$ cat config.mk
export PLATFORM = sky130hd
export DESIGN_NAME = demux_stream_1xn
export DESIGN_NICKNAME = d
export VERILOG_FILES = /design/src/rtl/demux_stream_1xn.sv
export SDC_FILE = /design/constraint.sdc
export NUM_CORES = 1
export LEC_CHECK = 0
export CORE_AREA = 4 4 67 100
export DETAILED_ROUTE_END_ITERATION = 10
export DIE_AREA = 0 0 71 104
export GPL_TIMING_DRIVEN = 0
export PLACE_DENSITY = 0.67
export SETUP_SLACK_MARGIN = 0.15
export SLEW_MARGIN = 20
export SYNTH_ARGS = -nofsm -noshare
export SYNTH_HDL_FRONTEND = slang
export SYNTH_SLANG_ARGS = --single-unit
$ cat constraint.sdc
create_clock -name clk_in -period 2.3 [get_ports clk_in]
set_input_delay 0.575 -clock clk_in [delete_from_list [all_inputs] [get_ports clk_in]]
set_output_delay 0.575 -clock clk_in [all_outputs]
set_load 0.01 [all_outputs]
$ cat src/rtl/demux_stream_1xn.sv
// 1-to-N stream demultiplexer with a 2-entry in-order skid buffer.
// Each accepted word carries its destination channel. The head entry is offered on the
// shared data bus with a one-hot per-channel valid. Words whose select addresses a
// channel that does not exist are discarded and counted.
module demux_stream_1xn #(
    parameter int unsigned WIDTH     = 16,
    parameter int unsigned CHANNELS  = 8,
    parameter bit          ZERO_IDLE = 1'b1,
    localparam int unsigned SEL_W    = (CHANNELS > 1) ? $clog2(CHANNELS) : 1
) (
    input  logic                clk_in,
    input  logic                rst_in,
    input  logic [WIDTH-1:0]    y_in,
    input  logic [SEL_W-1:0]    sel_in,
    input  logic                valid_in,
    output logic                ready_out,
    output logic [WIDTH-1:0]    data_out,
    output logic [CHANNELS-1:0] valid_out,
    input  logic [CHANNELS-1:0] ready_in,
    output logic [7:0]          drop_count_out
);

    // One extra bit so a select equal to CHANNELS (power-of-two case) still compares correctly.
    localparam logic [SEL_W:0] CHAN_LIM = (SEL_W + 1)'(CHANNELS);

    // Buffer storage: two slots addressed circularly by a 1-bit head pointer.
    logic [SEL_W-1:0] sel_q  [2];
    logic [WIDTH-1:0] data_q [2];
    logic             head_q;
    logic [1:0]       count_q;
    logic [1:0]       count_d;
    logic [7:0]       drop_q;
    logic [WIDTH-1:0] last_q;

    logic             full;
    logic             not_empty;
    logic             accept;
    logic             in_range;
    logic             push;
    logic             drop;
    logic             pop;
    logic             wr_idx;
    logic             head_ready;
    logic [SEL_W-1:0] head_sel;
    logic [WIDTH-1:0] head_data;

    // ready_out depends only on the stored count and reset, never on consumer or producer inputs.
    always_comb begin
        full      = (count_q == 2'd2);
        not_empty = (count_q != 2'd0);
        ready_out = ~full & ~rst_in;
        accept    = valid_in & ready_out;
        in_range  = ({1'b0, sel_in} < CHAN_LIM);
        push      = accept & in_range;
        drop      = accept & ~in_range;
        // With one entry stored the free slot is the one after head; with none it is head.
        wr_idx    = head_q ^ count_q[0];
        head_sel  = sel_q[head_q];
        head_data = data_q[head_q];
    end

    // Decode the head destination into the per-channel valid and pick up that channel's ready.
    always_comb begin
        valid_out  = '0;
        head_ready = 1'b0;
        for (int i = 0; i < int'(CHANNELS); i++) begin
            if (not_empty && head_sel == SEL_W'(i)) begin
                valid_out[i] = 1'b1;
                head_ready   = ready_in[i];
            end
        end
        pop = not_empty & head_ready;
    end

    // Occupancy bookkeeping: simultaneous push and pop leave the count unchanged.
    always_comb begin
        count_d = count_q;
        unique case ({push, pop})
            2'b10:   count_d = count_q + 2'd1;
            2'b01:   count_d = count_q - 2'd1;
            default: count_d = count_q;
        endcase
    end

    // Control state: count, head pointer, drop counter and last-presented word.
    always_ff @(posedge clk_in) begin
        if (rst_in) begin
            count_q <= 2'd0;
            head_q  <= 1'b0;
            drop_q  <= 8'd0;
            last_q  <= '0;
        end else begin
            count_q <= count_d;
            if (pop) begin
                head_q <= ~head_q;
            end
            if (drop && drop_q != 8'hFF) begin
                drop_q <= drop_q + 8'd1;
            end
            // Track what is on the bus so it can be held once the buffer drains.
            if (not_empty) begin
                last_q <= head_data;
            end
        end
    end

    // Payload slots need no reset: they are only observed while count marks them occupied.
    always_ff @(posedge clk_in) begin
        if (push) begin
            sel_q[wr_idx]  <= sel_in;
            data_q[wr_idx] <= y_in;
        end
    end

    // Shared data bus: head word when occupied, otherwise zero or the last word shown.
    always_comb begin
        if (not_empty) begin
            data_out = head_data;
        end else if (ZERO_IDLE) begin
            data_out = '0;
        end else begin
            data_out = last_q;
        end
    end

    assign drop_count_out = drop_q;

endmodule

==> flow_metrics.tcl, run 1 <==
set metrics [dict create \
    worst_r2r_endpoint "count_q[1]" \
    syn_avg_cell_area_um2 14.0 \
    die_height_um 104 \
    setup-tns-final_ns -0.000111 \
    wl_per_cell_um 13.6 \
    vias_per_cell 4.48 \
    critical_path_arrival_ns 2.51 \
    insertion_delay_ns 0.28 \
    ys_ff_latch 42 \
    dp_cells 266 \
    layout_commonest_cell "edfxtp_1" \
    rrSetupSlack_ns -0.0001 \
    p_leak_uw 0.00114 \
    fin_cells 291 \
    maxSlewViolCount 0 \
    total_power_uw 2680 \
    max_slew_margin_pct 61.5 \
    period_share_pct 100 \
    multi_input_comb_area_um2 666 \
    num_rows 34 \
    initial_core_util_pct 32.3 \
    worst_ep_required_time_ns 2.51 \
    period_minus_slack_ns 2.30 \
    area_growth_pct 53.4 \
    ff2ff_path_depth 8 \
    crit_path_max_fanout 4 \
    drive_gt1_share_pct 29.7 \
    cts.reportedPaths.clkPinSlew_ns 0.07 \
    grt_max_degree 20 \
    setup_ws_ns -0.000111 \
    hold_class "reg2reg" \
    seq_area_um2 1230 \
    dpl.hpwl_mm 2.59 \
    worstHoldStart "count_q[1]" \
    pre_cts_ws_ns -0.461 \
    holdPathEnd "count_q[1]" \
    cts_max_path_buffers 2 \
    hold_path_depth 2 \
    portBuffers 54 \
    powerDensity_nw_per_um2 936 \
    grt.total_usage_pct 10.6 \
    max_freq_mhz 435 \
    postRouteAntennaNets 0 \
    cts_buffers 5 \
    gp_congestion 0.803 \
    synth-seq-area-share_pct 65.4 \
    rsz0062_at_grt "true" \
    endpoint_kind "register" \
    syn_inst 133 \
    hold_violations 0 \
    finalSetupViolations 1 \
    ys.warnings.count 0 \
    synth_cell_types 31 \
    drc_errors 0 \
    antenna_found_initial 0 \
    cp_cell_sequence "buf_12, mux2i_4, mux4_2, o32a_4, ha_4, xnor2_1, or3_1, a21oi_1" \
    grt_first_pass_wirelength_mm 5.97 \
    worstSetupPathType "reg2reg" \
    grt_pass1_vias 1290 \
    fin_worst_skew_ns 0.00350 \
    first_iter_violations 27 \
    first_pass_iters 3 \
    dieArea_um2 7380 \
    cts.htree.levels 2 \
    final_cell_mix "edfxtp_1 (38), clkdlybuf4s50_1 (28), nor2_1 (22)" \
    syn-cell-area_um2 1870 \
    cts.sinks 42 \
    violations "setup timing" \
    yosys-top-cells-area "edfxtp_1 (61%), mux2i_1 (11%), nor2_1 (5.0%)" \
    fillers 521 \
    insertedDiodeCount 0 \
    yosys.area.top_type "edfxtp_1" \
    overflow 0 \
    cts_tree "yes" \
    cp-start-kind "register" \
    routed_wl_mm 3.97 \
    pin_count 63 \
    status "finished with violations" \
    num_vias 1303 \
    ir_worst_vdd_v 0.000441 \
    slowest_stage "mux4_2" \
    nets 249 \
    cap_violations 0 \
    core_area_um2 5790 \
    die_w_um 71 \
    tightest_slew_ns 0.576 \
    max_stage_delay_ns 0.55 \
    cts_root_buf "clkbuf_8" \
    synth.top_cell.area_share_pct 61.1 \
]
-- power breakdown --
| part | internal, uW | switching [uW] |
|---|---|---|
| logic | 650 | 562 |
| registers | 983 | 54.1 |
| clock network | 208 | 222 |
| total | 1840 | 838 |
-- critical path, delay by kind of cell, from the launching register on --
| family | cells | cell delay, ns |
|---|---|---|
| flops | 1 | 0.37 |
| compound gates | 2 | 0.33 |
| xor+xnor | 1 | 0.12 |
| simple gates | 1 | 0.30 |
| mux | 2 | 0.84 |
| fa+ha+maj | 1 | 0.16 |
| buf+inv | 1 | 0.10 |
-- state kept, by name, summed over array words and instances, names as in the netlist, named ones only --
register and flops:
sel_q 6, data_q 32, head_q 1, count_q 2
-- cells in the mapped netlist (all sizes together) --
master and n:
nor3 4, dfxtp 4, xor2 2, nor2b 1, ha 1, a21oi 3
o21ai 2, xnor2 1, nand2 3, mux4 1, or2 1, buf 12
or3 1, clkbuf 1, nor2 26, o22ai 1, nand3b 1, mux2i 21
o32a 1, edfxtp 38, mux2 4, inv 2, conb 1, and3 1
-- through the flow --
| stage | hold WS, ns | utilization, % | area [um2] |
|---|---|---|---|
| 2_1_floorplan | 0.485 | - | 1920 |
| 5_1_grt | 0.568 | 49.5 | 2860 |
| 3_5_place_dp | 0.518 | 44.1 | 2550 |
| 4_1_cts | 0.531 | 48.5 | 2810 |
| 3_3_place_gp | 0.507 | 44.1 | 2550 |
| 6_report | 0.528 | 49.5 | 2860 |
-- timing repair --
| item | 4_1_cts | 5_1_grt |
|---|---|---|
| hold buffers | 0 | 0 |
| endpoints found under the setup margin | 65 | 13 |
| setup buffers | 11 | 6 |
| gates resized for setup | 66 | 18 |
| pin swaps | 6 | 4 |
-- cell type report --
class                   count  share of cell area (%)
plain buffers              13                    4.37
flip-flops and latches     42                    42.8
clock inverters             2                   0.306
repair buffers             71                    23.3
well taps                  72                    3.15
inverters                   2                   0.262
multi-input cells          83                    23.3
clock buffers               6                    2.53
-- metal layers --
layer  wire length, um  up-vias  global-route usage (%)
met1              1380      613                    10.1
met4               110        0                    5.24
met3               263        8                    2.80
met2              2220       49                    19.9
met5                 0        -                       0
li1                  -      633                       -
-- how the worst max path moves through the flow --
stage                        start      endpoint  slack, ns  depth (start not counted)
after CTS                 register    count_q[1]    -0.0003                         10
after detailed placement    rst_in  data_q[0][3]      -0.46                          4
after floorplan           register    count_q[1]       0.08                          6
after global routing      register    count_q[1]      -0.11                         10
final                     register    count_q[1]    -0.0001                          8
after global placement      rst_in  data_q[0][3]      -0.42                          4
-- cells by family (layout without fill, tap and decap cells) --
logic type	Yosys count	after routing	synth area share [%]
flops	42	42	65.4
compound gates	7	7	2.28
simple gates	38	38	8.92
other cells	1	8	0.201
mux	26	26	15.5
xor+xnor	3	3	1.41
buf+inv	15	94	5.63
fa+ha+maj	1	1	0.670
Note: power is estimated with default switching activity, not from simulation.
==> run 2, diff against run 1 <==
- CORE_AREA: 4 4 67 100 -> 4 4 59 114
- DIE_AREA: 0 0 71 104 -> 0 0 63 118
- PLACE_DENSITY: 0.67 -> 0.66
==> run 2 against run 1 <==
Against the previous run: via count fell by 2.2%; largest cell class unchanged; the flow now finishes without violations; die area increased by 0.68%; register-to-register slack is essentially flat; power rose by 6.3%; critical path depth fell by 2; count of clock-buffer cells in the layout up 1; sequential share of layout area up 0.80 points; hold slack improved by 0.078 ns.
==> flow_metrics.tcl, run 2 (same netlist as run 1, synthesis figures left out) <==
set metrics [dict create \
    p_leak_uw 0.00109 \
    portBuffers 54 \
    critical_path_depth 6 \
    num_vias 1274 \
    first_pass_iters 4 \
    cts_root_buf "clkbuf_16" \
    grt_max_degree 20 \
    crit_family "multiplexers" \
    max_stage_delay_ns 0.54 \
    grt.total_usage_pct 11.0 \
    cp-start-kind "register" \
    cts_max_path_buffers 2 \
    drc_errors 0 \
    holdWs_ns 0.607 \
    p_int_uw 2020 \
    antenna_found_initial 0 \
    combPwrFrac_pct 37.0 \
    area_growth_pct 50.4 \
    hold_class "reg2reg" \
    ctsHoldBuffers 0 \
    fin_cells 273 \
    cts_buffers 5 \
    max_freq_mhz 435 \
    wl_per_cell_um 14.3 \
    tightest_slew_ns 0.579 \
    layout_commonest_cell "edfxtp_1" \
    hold_violations 0 \
    fin_worst_skew_ns 0.00438 \
    status "finished clean" \
    switchingPower_uw 824 \
    largest_reg_flops 32 \
    cp_cell_sequence "mux2i_4, mux4_2, o32a_4, ha_4, or3_4, a21oi_2" \
    final_cell_mix "edfxtp_1 (38), clkdlybuf4s50_1 (28), nor2_1 (22)" \
    powerDensity_nw_per_um2 1010 \
    postRouteAntennaNets 0 \
    endpoint_kind "register" \
    largest-register "data_q" \
    grt_pass1_vias 1423 \
    largestRegisters "data_q (32), sel_q (6), count_q (2)" \
    cts.htree.levels 2 \
    nets 242 \
    max_slew_margin_pct 61.3 \
    core_area_um2 5810 \
    slowest_stage "mux4_2" \
    rsz0062_at_grt "true" \
    ff2ff_path_depth 6 \
    design_area_um2 2810 \
    grt_first_pass_wirelength_mm 6.34 \
    worstSetupPathType "reg2reg" \
    crit_buf_inv 0 \
    hold_path_depth 2 \
    period_minus_slack_ns 2.30 \
    setup-tns-final_ns 0 \
    num_rows 39 \
    ir_worst_vdd_v 0.000605 \
    cts.sinks 42 \
    dpl.hpwl_mm 2.86 \
    overflow 0 \
    finalSetupViolations 0 \
    drive_gt1_share_pct 31.1 \
    final_util_pct 48.4 \
    dpl-instance-area_um2 2530 \
    die_w_um 63 \
    maxSlewViolCount 0 \
    p_sw_share_pct 28.9 \
    critical_path_arrival_ns 2.50 \
    clkPwrFrac_pct 26.4 \
    vias_per_cell 4.67 \
    insertedDiodeCount 0 \
    dieArea_um2 7430 \
    initial_core_util_pct 32.1 \
    cts.reportedPaths.clkPinSlew_ns 0.05 \
    cap_violations 0 \
    die_height_um 118 \
    routed_wl_mm 3.91 \
    dp_cells 255 \
    seq_power_share_pct 36.6 \
    first_iter_violations 39 \
    gp_congestion 0.675 \
    crit_path_max_fanout 3 \
    cts_tree "yes" \
    period_share_pct 99.9 \
    worst_ep_required_time_ns 2.50 \
    pin_count 63 \
    insertion_delay_ns 0.27 \
]
==> run 2: final timing paths <==
check	slack, ns	startpoint	end
setup / recovery	0.002	register	count_q[1]
hold reg to reg	0.61	count_q[1]	count_q[1]
hold / removal	0.61	count_q[1]	count_q[1]
setup reg to reg	0.002	register	count_q[1]
==> run 2: worst min-delay path, delay by kind of cell, from the launching register on <==
family         cells  cell delay [ns]
AO/OA/AOI/OAI      2             0.19
flip-flops         1             0.37
==> run 2: layer usage <==
metal	GRT usage (%)	wire [um]	part of all wire, %
met5	0	0	0
met3	2.48	198	5.1
met4	5.95	93	2.4
met1	9.03	1160	30
met2	22.4	2450	63
==> run 2: per-stage QoR <==
step           setup WS [ns]  total power, uW
5_1_grt              -0.0740             3030
2_1_floorplan         0.0751             1600
3_3_place_gp          -0.407             2020
4_1_cts              0.00238             2850
6_report             0.00152             2850
3_5_place_dp          -0.412             2040
==> run 2: cell type report <==
cell class / count / area [um2]
buffer: 13 / 126
clock buffer: 7 / 133
clock inverter: 1 / 30.0
fill: 550 / 3000
inverter: 2 / 7.51
multi-input combinational: 83 / 668
sequential: 42 / 1220
tap: 61 / 76.3
timing repair buffer: 64 / 542
==> run 2: repair_timing <==
| item | CTS | global route |
|---|---|---|
| pin swaps | 5 | 7 |
| hold endpoints to repair | 0 | 0 |
| cloned | 0 | 0 |
| resized for setup | 62 | 36 |
| endpoints found under the setup margin | 65 | 14 |
| setup buffers | 6 | 4 |
==> run 2: power by group through the flow <==
| stage | clock, uW | sequential (uW) | combinational [uW] |
|---|---|---|---|
| 3_5_place_dp | 0 | 1050 | 994 |
| 4_1_cts | 775 | 1040 | 1030 |
| 2_1_floorplan | 0 | 1030 | 565 |
| 3_3_place_gp | 0 | 1040 | 982 |
| 6_report | 751 | 1040 | 1050 |
| 5_1_grt | 820 | 1060 | 1160 |
